===== config.mk =====
export PLATFORM = sky130hd
export DESIGN_NAME = forward_hazard_unit_flat
export DESIGN_NICKNAME = d
export VERILOG_FILES = /design/src/rtl/forward_hazard_unit_pkg.sv /design/src/rtl/forward_hazard_unit_if.sv /design/src/rtl/forward_hazard_unit_fwd_select.sv /design/src/rtl/forward_hazard_unit.sv /design/src/flat_wrapper.sv
export SDC_FILE = /design/constraint.sdc
export NUM_CORES = 1
export LEC_CHECK = 0
export CAP_MARGIN = 30
export CORE_UTILIZATION = 38
export CTS_CLUSTER_SIZE = 12
export DETAILED_ROUTE_END_ITERATION = 10
export GPL_TIMING_DRIVEN = 0
export PLACE_DENSITY = 0.67
export SETUP_SLACK_MARGIN = 0.5
export SLEW_MARGIN = 20
export SYNTH_ARGS = -nofsm -noshare
export SYNTH_HDL_FRONTEND = slang
export SYNTH_SLANG_ARGS = --single-unit

===== constraint.sdc =====
create_clock -name clk -period 2.17 [get_ports clk]
set_clock_uncertainty 0.05 [all_clocks]
set_input_delay 0.3255 -clock clk [delete_from_list [all_inputs] [get_ports clk]]
set_output_delay 0.3255 -clock clk [all_outputs]
set_load 0.03 [all_outputs]

===== src/rtl/forward_hazard_unit_pkg.sv =====
// Shared definitions for the forwarding/hazard unit and the EX-stage ALU source muxes.
// Latency: n/a (types, constants and a pure combinational helper).
// Backpressure: n/a.
package forward_hazard_unit_pkg;

    // Register-address width carried in a shadow slot; narrower REG_AW values are zero-extended.
    localparam int SLOT_AW = 8;

    // Operand source selects; the ALU source muxes decode these same values.
    typedef logic [1:0] fwd_sel_t;
    localparam fwd_sel_t FWD_RF  = 2'b00;   // register-file read data
    localparam fwd_sel_t FWD_WB  = 2'b01;   // write-back data
    localparam fwd_sel_t FWD_MEM = 2'b10;   // MEM-stage result

    typedef logic [SLOT_AW-1:0] reg_addr_t;

    // Hazard-relevant fields of one in-flight instruction.
    typedef struct packed {
        reg_addr_t rs1;
        reg_addr_t rs2;
        logic      use_rs1;
        logic      use_rs2;
        reg_addr_t rd;
        logic      reg_write;
        logic      mem_read;
    } slot_t;

    // True when a producer writing rd satisfies a consumer reading src; x0 never matches.
    function automatic logic producer_hit(input logic reg_write, input reg_addr_t rd,
                                          input reg_addr_t src, input logic use_src);
        return reg_write && (rd != '0) && (rd == src) && use_src;
    endfunction

endpackage


===== src/rtl/forward_hazard_unit_if.sv =====
// Pipeline-side bundle of the forwarding/hazard unit: ID fields in, selects and stall controls out.
// Latency: n/a (wiring only).
// Backpressure: stall controls (PC_Write/IF_ID_Write/ID_EX_Bubble) are the backpressure toward IF/ID.
interface forward_hazard_unit_if #(
    parameter int REG_AW = 5,
    parameter int CNT_W  = 16
);
    logic [REG_AW-1:0] ID_rs1;
    logic [REG_AW-1:0] ID_rs2;
    logic              ID_use_rs1;
    logic              ID_use_rs2;
    logic [REG_AW-1:0] ID_rd;
    logic              ID_RegWrite;
    logic              ID_MemRead;
    logic              EX_flush;
    logic [1:0]        ForwardA;
    logic [1:0]        ForwardB;
    logic              PC_Write;
    logic              IF_ID_Write;
    logic              ID_EX_Bubble;
    logic [CNT_W-1:0]  Stall_count;

    // Pipeline side: presents the decoded instruction and consumes the controls.
    modport master (
        output ID_rs1, ID_rs2, ID_use_rs1, ID_use_rs2, ID_rd, ID_RegWrite, ID_MemRead, EX_flush,
        input  ForwardA, ForwardB, PC_Write, IF_ID_Write, ID_EX_Bubble, Stall_count
    );

    // Hazard unit side.
    modport slave (
        input  ID_rs1, ID_rs2, ID_use_rs1, ID_use_rs2, ID_rd, ID_RegWrite, ID_MemRead, EX_flush,
        output ForwardA, ForwardB, PC_Write, IF_ID_Write, ID_EX_Bubble, Stall_count
    );
endinterface


===== src/rtl/forward_hazard_unit_fwd_select.sv =====
// One ALU operand source select from the MEM and WB producers of the shadow pipeline.
// Latency: combinational.
// Backpressure: none.
module fwd_select
    import forward_hazard_unit_pkg::*;
(
    input  logic      mem_reg_write,
    input  reg_addr_t mem_rd,
    input  logic      wb_reg_write,
    input  reg_addr_t wb_rd,
    input  reg_addr_t ex_src,
    input  logic      ex_use_src,
    output fwd_sel_t  sel
);

    // MEM holds the younger producer, so it is checked first and wins a double match.
    always_comb begin
        sel = FWD_RF;
        if (producer_hit(mem_reg_write, mem_rd, ex_src, ex_use_src)) begin
            sel = FWD_MEM;
        end else if (producer_hit(wb_reg_write, wb_rd, ex_src, ex_use_src)) begin
            sel = FWD_WB;
        end
    end

endmodule


===== src/rtl/forward_hazard_unit.sv =====
// Forwarding selects and load-use stall control from a shadow EX/MEM/WB pipeline.
// Latency: outputs combinational on slot state and ID fields; slots advance every clock.
// Backpressure: one-cycle PC/IF-ID hold plus ID/EX bubble on load-use; flush overrides the hold.
module forward_hazard_unit
    import forward_hazard_unit_pkg::*;
#(
    parameter int REG_AW = 5,
    parameter int CNT_W  = 16
) (
    input  logic                  clk,
    input  logic                  rst_n,
    forward_hazard_unit_if.slave  bus
);

    slot_t            ex_q;
    slot_t            mem_q;
    slot_t            wb_q;
    slot_t            id_slot;
    logic             load_use;
    logic             stall;
    logic             bubble;
    logic [CNT_W-1:0] stall_cnt_q;

    logic [REG_AW-1:0] id_rs1;
    logic [REG_AW-1:0] id_rs2;
    logic [REG_AW-1:0] id_rd;

    assign id_rs1 = bus.ID_rs1;
    assign id_rs2 = bus.ID_rs2;
    assign id_rd  = bus.ID_rd;

    // Pack the ID instruction into slot form, zero-extending addresses to the slot width.
    always_comb begin
        id_slot           = '0;
        id_slot.rs1       = SLOT_AW'(id_rs1);
        id_slot.rs2       = SLOT_AW'(id_rs2);
        id_slot.use_rs1   = bus.ID_use_rs1;
        id_slot.use_rs2   = bus.ID_use_rs2;
        id_slot.rd        = SLOT_AW'(id_rd);
        id_slot.reg_write = bus.ID_RegWrite;
        id_slot.mem_read  = bus.ID_MemRead;
    end

    // A load in EX whose destination the ID instruction reads cannot be forwarded in time.
    // The stall needs no state: next cycle the load is in MEM and this term drops.
    always_comb begin
        load_use = ex_q.mem_read && (ex_q.rd != '0) &&
                   ((id_slot.use_rs1 && (id_slot.rs1 == ex_q.rd)) ||
                    (id_slot.use_rs2 && (id_slot.rs2 == ex_q.rd)));
        // A flush discards the stalled instruction anyway, so it takes precedence.
        stall    = load_use && !bus.EX_flush;
        // Gated by reset so the bubble control reads inactive while held in reset.
        bubble   = rst_n && (stall || bus.EX_flush);
    end

    assign bus.PC_Write     = !stall;
    assign bus.IF_ID_Write  = !stall;
    assign bus.ID_EX_Bubble = bubble;
    assign bus.Stall_count  = stall_cnt_q;

    // Shadow pipeline: EX takes ID or a bubble, older slots shift down every edge.
    always_ff @(posedge clk or negedge rst_n) begin
        if (!rst_n) begin
            ex_q  <= '0;
            mem_q <= '0;
            wb_q  <= '0;
        end else begin
            ex_q  <= bubble ? '0 : id_slot;
            mem_q <= ex_q;
            wb_q  <= mem_q;
        end
    end

    // Saturating count of cycles lost to load-use stalls (flushed cycles excluded).
    always_ff @(posedge clk or negedge rst_n) begin
        if (!rst_n) begin
            stall_cnt_q <= '0;
        end else if (stall && (stall_cnt_q != '1)) begin
            stall_cnt_q <= stall_cnt_q + CNT_W'(1);
        end
    end

    fwd_select u_fwd_a (
        .mem_reg_write (mem_q.reg_write),
        .mem_rd        (mem_q.rd),
        .wb_reg_write  (wb_q.reg_write),
        .wb_rd         (wb_q.rd),
        .ex_src        (ex_q.rs1),
        .ex_use_src    (ex_q.use_rs1),
        .sel           (bus.ForwardA)
    );

    fwd_select u_fwd_b (
        .mem_reg_write (mem_q.reg_write),
        .mem_rd        (mem_q.rd),
        .wb_reg_write  (wb_q.reg_write),
        .wb_rd         (wb_q.rd),
        .ex_src        (ex_q.rs2),
        .ex_use_src    (ex_q.use_rs2),
        .sel           (bus.ForwardB)
    );

    // Fields carried for completeness but not consulted once an instruction leaves EX.
    logic unused_slot_bits;
    assign unused_slot_bits = ^{mem_q.rs1, mem_q.rs2, mem_q.use_rs1, mem_q.use_rs2, mem_q.mem_read,
                                wb_q.rs1, wb_q.rs2, wb_q.use_rs1, wb_q.use_rs2, wb_q.mem_read};

endmodule

===== src/flat_wrapper.sv =====
// flat-port wrapper written by rule: the top's interface ports become plain ports
module forward_hazard_unit_flat import forward_hazard_unit_pkg::*;
#(
    parameter int REG_AW = 5,
    parameter int CNT_W  = 16
)
  (clk, rst_n, bus_ID_rs1, bus_ID_rs2, bus_ID_use_rs1, bus_ID_use_rs2, bus_ID_rd, bus_ID_RegWrite, bus_ID_MemRead, bus_EX_flush, bus_ForwardA, bus_ForwardB, bus_PC_Write, bus_IF_ID_Write, bus_ID_EX_Bubble, bus_Stall_count);
  forward_hazard_unit_if #(.REG_AW(REG_AW), .CNT_W(CNT_W)) bus_i ();
  input  logic clk;
  input  logic rst_n;
  input wire logic [$bits(bus_i.ID_rs1)-1:0] bus_ID_rs1;
  input wire logic [$bits(bus_i.ID_rs2)-1:0] bus_ID_rs2;
  input wire logic [$bits(bus_i.ID_use_rs1)-1:0] bus_ID_use_rs1;
  input wire logic [$bits(bus_i.ID_use_rs2)-1:0] bus_ID_use_rs2;
  input wire logic [$bits(bus_i.ID_rd)-1:0] bus_ID_rd;
  input wire logic [$bits(bus_i.ID_RegWrite)-1:0] bus_ID_RegWrite;
  input wire logic [$bits(bus_i.ID_MemRead)-1:0] bus_ID_MemRead;
  input wire logic [$bits(bus_i.EX_flush)-1:0] bus_EX_flush;
  output wire logic [$bits(bus_i.ForwardA)-1:0] bus_ForwardA;
  output wire logic [$bits(bus_i.ForwardB)-1:0] bus_ForwardB;
  output wire logic [$bits(bus_i.PC_Write)-1:0] bus_PC_Write;
  output wire logic [$bits(bus_i.IF_ID_Write)-1:0] bus_IF_ID_Write;
  output wire logic [$bits(bus_i.ID_EX_Bubble)-1:0] bus_ID_EX_Bubble;
  output wire logic [$bits(bus_i.Stall_count)-1:0] bus_Stall_count;
  assign bus_i.ID_rs1 = bus_ID_rs1;
  assign bus_i.ID_rs2 = bus_ID_rs2;
  assign bus_i.ID_use_rs1 = bus_ID_use_rs1;
  assign bus_i.ID_use_rs2 = bus_ID_use_rs2;
  assign bus_i.ID_rd = bus_ID_rd;
  assign bus_i.ID_RegWrite = bus_ID_RegWrite;
  assign bus_i.ID_MemRead = bus_ID_MemRead;
  assign bus_i.EX_flush = bus_EX_flush;
  assign bus_ForwardA = bus_i.ForwardA;
  assign bus_ForwardB = bus_i.ForwardB;
  assign bus_PC_Write = bus_i.PC_Write;
  assign bus_IF_ID_Write = bus_i.IF_ID_Write;
  assign bus_ID_EX_Bubble = bus_i.ID_EX_Bubble;
  assign bus_Stall_count = bus_i.Stall_count;
  forward_hazard_unit #(.REG_AW(REG_AW), .CNT_W(CNT_W)) u_core (.clk(clk), .rst_n(rst_n), .bus(bus_i));
endmodule

==> results.sh <==
export IMPL_dpl_hpwl_mm=3.46
export IMPL_r2r_start="u_core.ex_q[4]"
export IMPL_crit_path_max_fanout=4
export IMPL_die_area_sq_um=6160
export IMPL_grt_pass1_vias=1763
export IMPL_rrSetupSlack_ns=-0.09
export IMPL_ys_top_cells_by_count="47 x dfrtp_1, 30 x xnor2_1, 13 x xor2_1"
export IMPL_p_leak_nw=1.62
export IMPL_critPathArrivalTime_ns=2.08
export IMPL_cts_sinks=47
export IMPL_cp_start_kind="flip-flop"
export IMPL_dp_cells=305
export IMPL_startpoint="u_core.ex_q[4]"
export IMPL_status="finished, violations left"
export IMPL_worstPathRequired_ns=1.79
export IMPL_final_cells=339
export IMPL_fin_ws_ns=-0.290
export IMPL_clockPowerShare=0.328
export IMPL_crit_type="flip-flop to output pin"
export IMPL_vias=1754
export IMPL_grt_overflow=0
export IMPL_rr_endpoint="u_core.bus.Stall_count[8]"
export IMPL_syn2layout_area_growth_pct=59.3
export IMPL_grt_use_total=0.189
export IMPL_ios=45
export IMPL_insertedDiodeCount=0
export IMPL_drive_above_1_share=0.423
export IMPL_ys_types=36
export IMPL_drtIter0Drc=78
export IMPL_synth_edf_count=0
export IMPL_cts_max_level=2
export IMPL_synth_area_sq_um=2220
export IMPL_drc=0
export IMPL_ys_warn_count=0
export IMPL_hold_viol=1
export IMPL_cts_tree="built"
export IMPL_synth_top_cell_area_share=0.529
export IMPL_synth_fp_nets=210
export IMPL_root_buffer="clkbuf_8"
export IMPL_ys_seq_elements=47
export IMPL_wl_per_cell_microns=17.4
export IMPL_numCtsBuffers=5
export IMPL_fin_nets=289
export IMPL_cp_endpoint="bus_ID_EX_Bubble"
export IMPL_dr_pass1_iters=4
export IMPL_sw_frac_of_total=0.260
export IMPL_grt_busiest_layer="met2"
export IMPL_r2r_cells=9
export IMPL_die_w_microns=78.5
export IMPL_yosys_cell_count_top_type="dfrtp_1"
export IMPL_rsz0062_at_grt="true"
export IMPL_p_sw_mw=0.529
export IMPL_violations="hold timing, setup timing"
export IMPL_ant_nets=0
export IMPL_grtUsageMet3=0.0314
export IMPL_port_buffers=44
export IMPL_async_flop_share=1.00
export IMPL_core_area_sq_um=5570
export IMPL_p_comb_frac=0.188
export IMPL_clkLatencyLatePin_ns=0.30
export IMPL_setup_viol=12
export IMPL_rows=27
export IMPL_setup_tns_ns=-1.01
export IMPL_cap_violations=0
export IMPL_maxSlewHeadroom=0.531
export IMPL_synthTopCellsByArea="dfrtp_1 53%, xnor2_1 12%, xor2_1 5.1%, a21boi_2 4.1%, a21boi_1 3.7%"
export IMPL_fmax_ghz=0.406
export IMPL_avgSynthCellArea_sq_um=11.9
export IMPL_use_met1=0.233
export IMPL_globalplace_congestion=0.780
export IMPL_die_y_microns=78.5
export IMPL_slew_viol_final=0
export IMPL_cp_end_kind="output pin"
export IMPL_use_met2=0.330
export IMPL_power_density_nw_per_um2=575
export IMPL_start_util=0.399
export IMPL_cts_clk_slew_worst_paths_ns=0.08
export IMPL_hold_ws_ns=-0.191
export IMPL_worstHoldPathType="primary input to async pin"
export IMPL_clockBufferDepth=2
export IMPL_yosysTopAreaCell="dfrtp_1"
export IMPL_period_minus_slack_ns=2.46
export IMPL_p_int_mw=1.51
export IMPL_synth_main_ff_cell="dfrtp_1"
export IMPL_synthCells=187
export IMPL_max_vdd_ir_drop_mv=0.410
export IMPL_seq_power_share=0.483
export IMPL_ys_seq_area_frac=0.529
export IMPL_viasPerCell=5.17
export IMPL_totalWireLength_mm=5.89
export IMPL_grt_pass1_wl_mm=8.80
export IMPL_antenna_found_initial=0
export IMPL_fin_crit_sh=1.13
export IMPL_grt_max_degree=25
export IMPL_worst_pin_slew_ns=0.703
## flip-flops by register name, indices dropped and copies added, names as in the netlist
name / cells
u_core.ex_q: 19
u_core.bus.Stall_count: 16
u_core.mem_q: 6
u_core.wb_q: 6
## worst max-delay path, cell delays in order (launching register included)
cell and delay [ns]:
dfrtp_1 0.47, or4_4 0.51, o21a_4 0.23, a21o_1 0.18, buf_6 0.13, and2_4 0.15
buf_6 0.13
## layer usage
layer | share of wire | vias to the layer above
met5 | 0 | -
met4 | 0.022 | 0
met3 | 0.036 | 13
met2 | 0.54 | 52
met1 | 0.41 | 877
li1 | - | 812
## layout by cell type (no fill, tap or decap), types with 2 or more instances in the layout
cell / count
and3_1: 5
nand3_4: 4
or4_4: 2
nand2_1: 8
and2_1: 4
nand4_1: 7
nor2_1: 2
clkdlybuf4s50_1: 16
xor2_1: 13
a21boi_2: 17
nand3_2: 4
dfrtp_2: 5
dfrtp_1: 42
xnor2_2: 12
buf_6: 25
mux2_4: 2
o21ai_4: 2
nand3_1: 4
buf_4: 10
clkbuf_1: 2
inv_1: 3
xnor2_1: 18
dlygate4sd2_1: 20
nor3_4: 4
nor3b_2: 3
clkbuf_8: 6
buf_2: 2
a21boi_1: 2
buf_16: 2
## layout make-up
class | instances | area (sq um)
flip-flops and latches | 47 | 1180
fillers | 425 | 2030
clock inverters | 2 | 35.0
clock buffers | 6 | 82.6
repair buffers | 72 | 727
plain buffers | 6 | 52.6
multi-input cells | 131 | 1360
well taps | 72 | 90.1
inverters | 3 | 11.3
## kinds of logic after synthesis
logic type,after synthesis,synth area share
buffers and inverters,9,0.0242
AO/OA/AOI/OAI,26,0.104
adder cells (fa/ha/maj),1,0.00563
multiplexers,3,0.0146
flip-flops,47,0.529
XOR/XNOR,43,0.169
AND/OR/NAND/NOR,58,0.153
## through the flow
stage          setup slack (ns)  power [mW]  hold WS [ns]  cell area, sq um  utilization
2_1_floorplan             0.135        1.14       -0.0201              2270            -
3_3_place_gp              -2.04        1.25         0.306              2800        0.502
3_5_place_dp             -0.871        1.26         0.128              2850        0.511
4_1_cts                  -0.287        1.97        -0.188              3310        0.594
5_1_grt                  -0.346        2.11        -0.196              3540        0.635
6_report                 -0.290        2.04        -0.191              3540        0.635
## repair_timing
item                                    CTS  global route
resized for setup                       116            31
pin swaps                                23            23
cloned                                    2             0
setup buffers                            16             8
endpoints found under the setup margin   58            42
hold endpoints to repair                  1             1
## power by group through the flow
| stage | Combinational (mW) | Clock, mW | Sequential (mW) |
|---|---|---|---|
| after floorplan | 0.136 | 0 | 1.00 |
| after global placement | 0.256 | 0 | 0.993 |
| after detailed placement | 0.269 | 0 | 0.995 |
| after CTS | 0.332 | 0.662 | 0.977 |
| after global routing | 0.410 | 0.711 | 0.990 |
| final | 0.383 | 0.668 | 0.984 |
## how the worst min path moves through the flow
stage	from	end	slack (ns)	depth (start not counted)
finish	rst_n	u_core.ex_q[1]	-0.19	1
global route	rst_n	u_core.ex_q[1]	-0.20	1
CTS	rst_n	u_core.ex_q[1]	-0.19	1
detailed placement	rst_n	u_core.ex_q[1]	0.13	1
global placement	u_core.ex_q[1]	u_core.mem_q[1]	0.31	0
floorplan	rst_n	u_core.bus.Stall_count[0]	-0.02	0
Note: power is estimated with default switching activity, not from simulation.
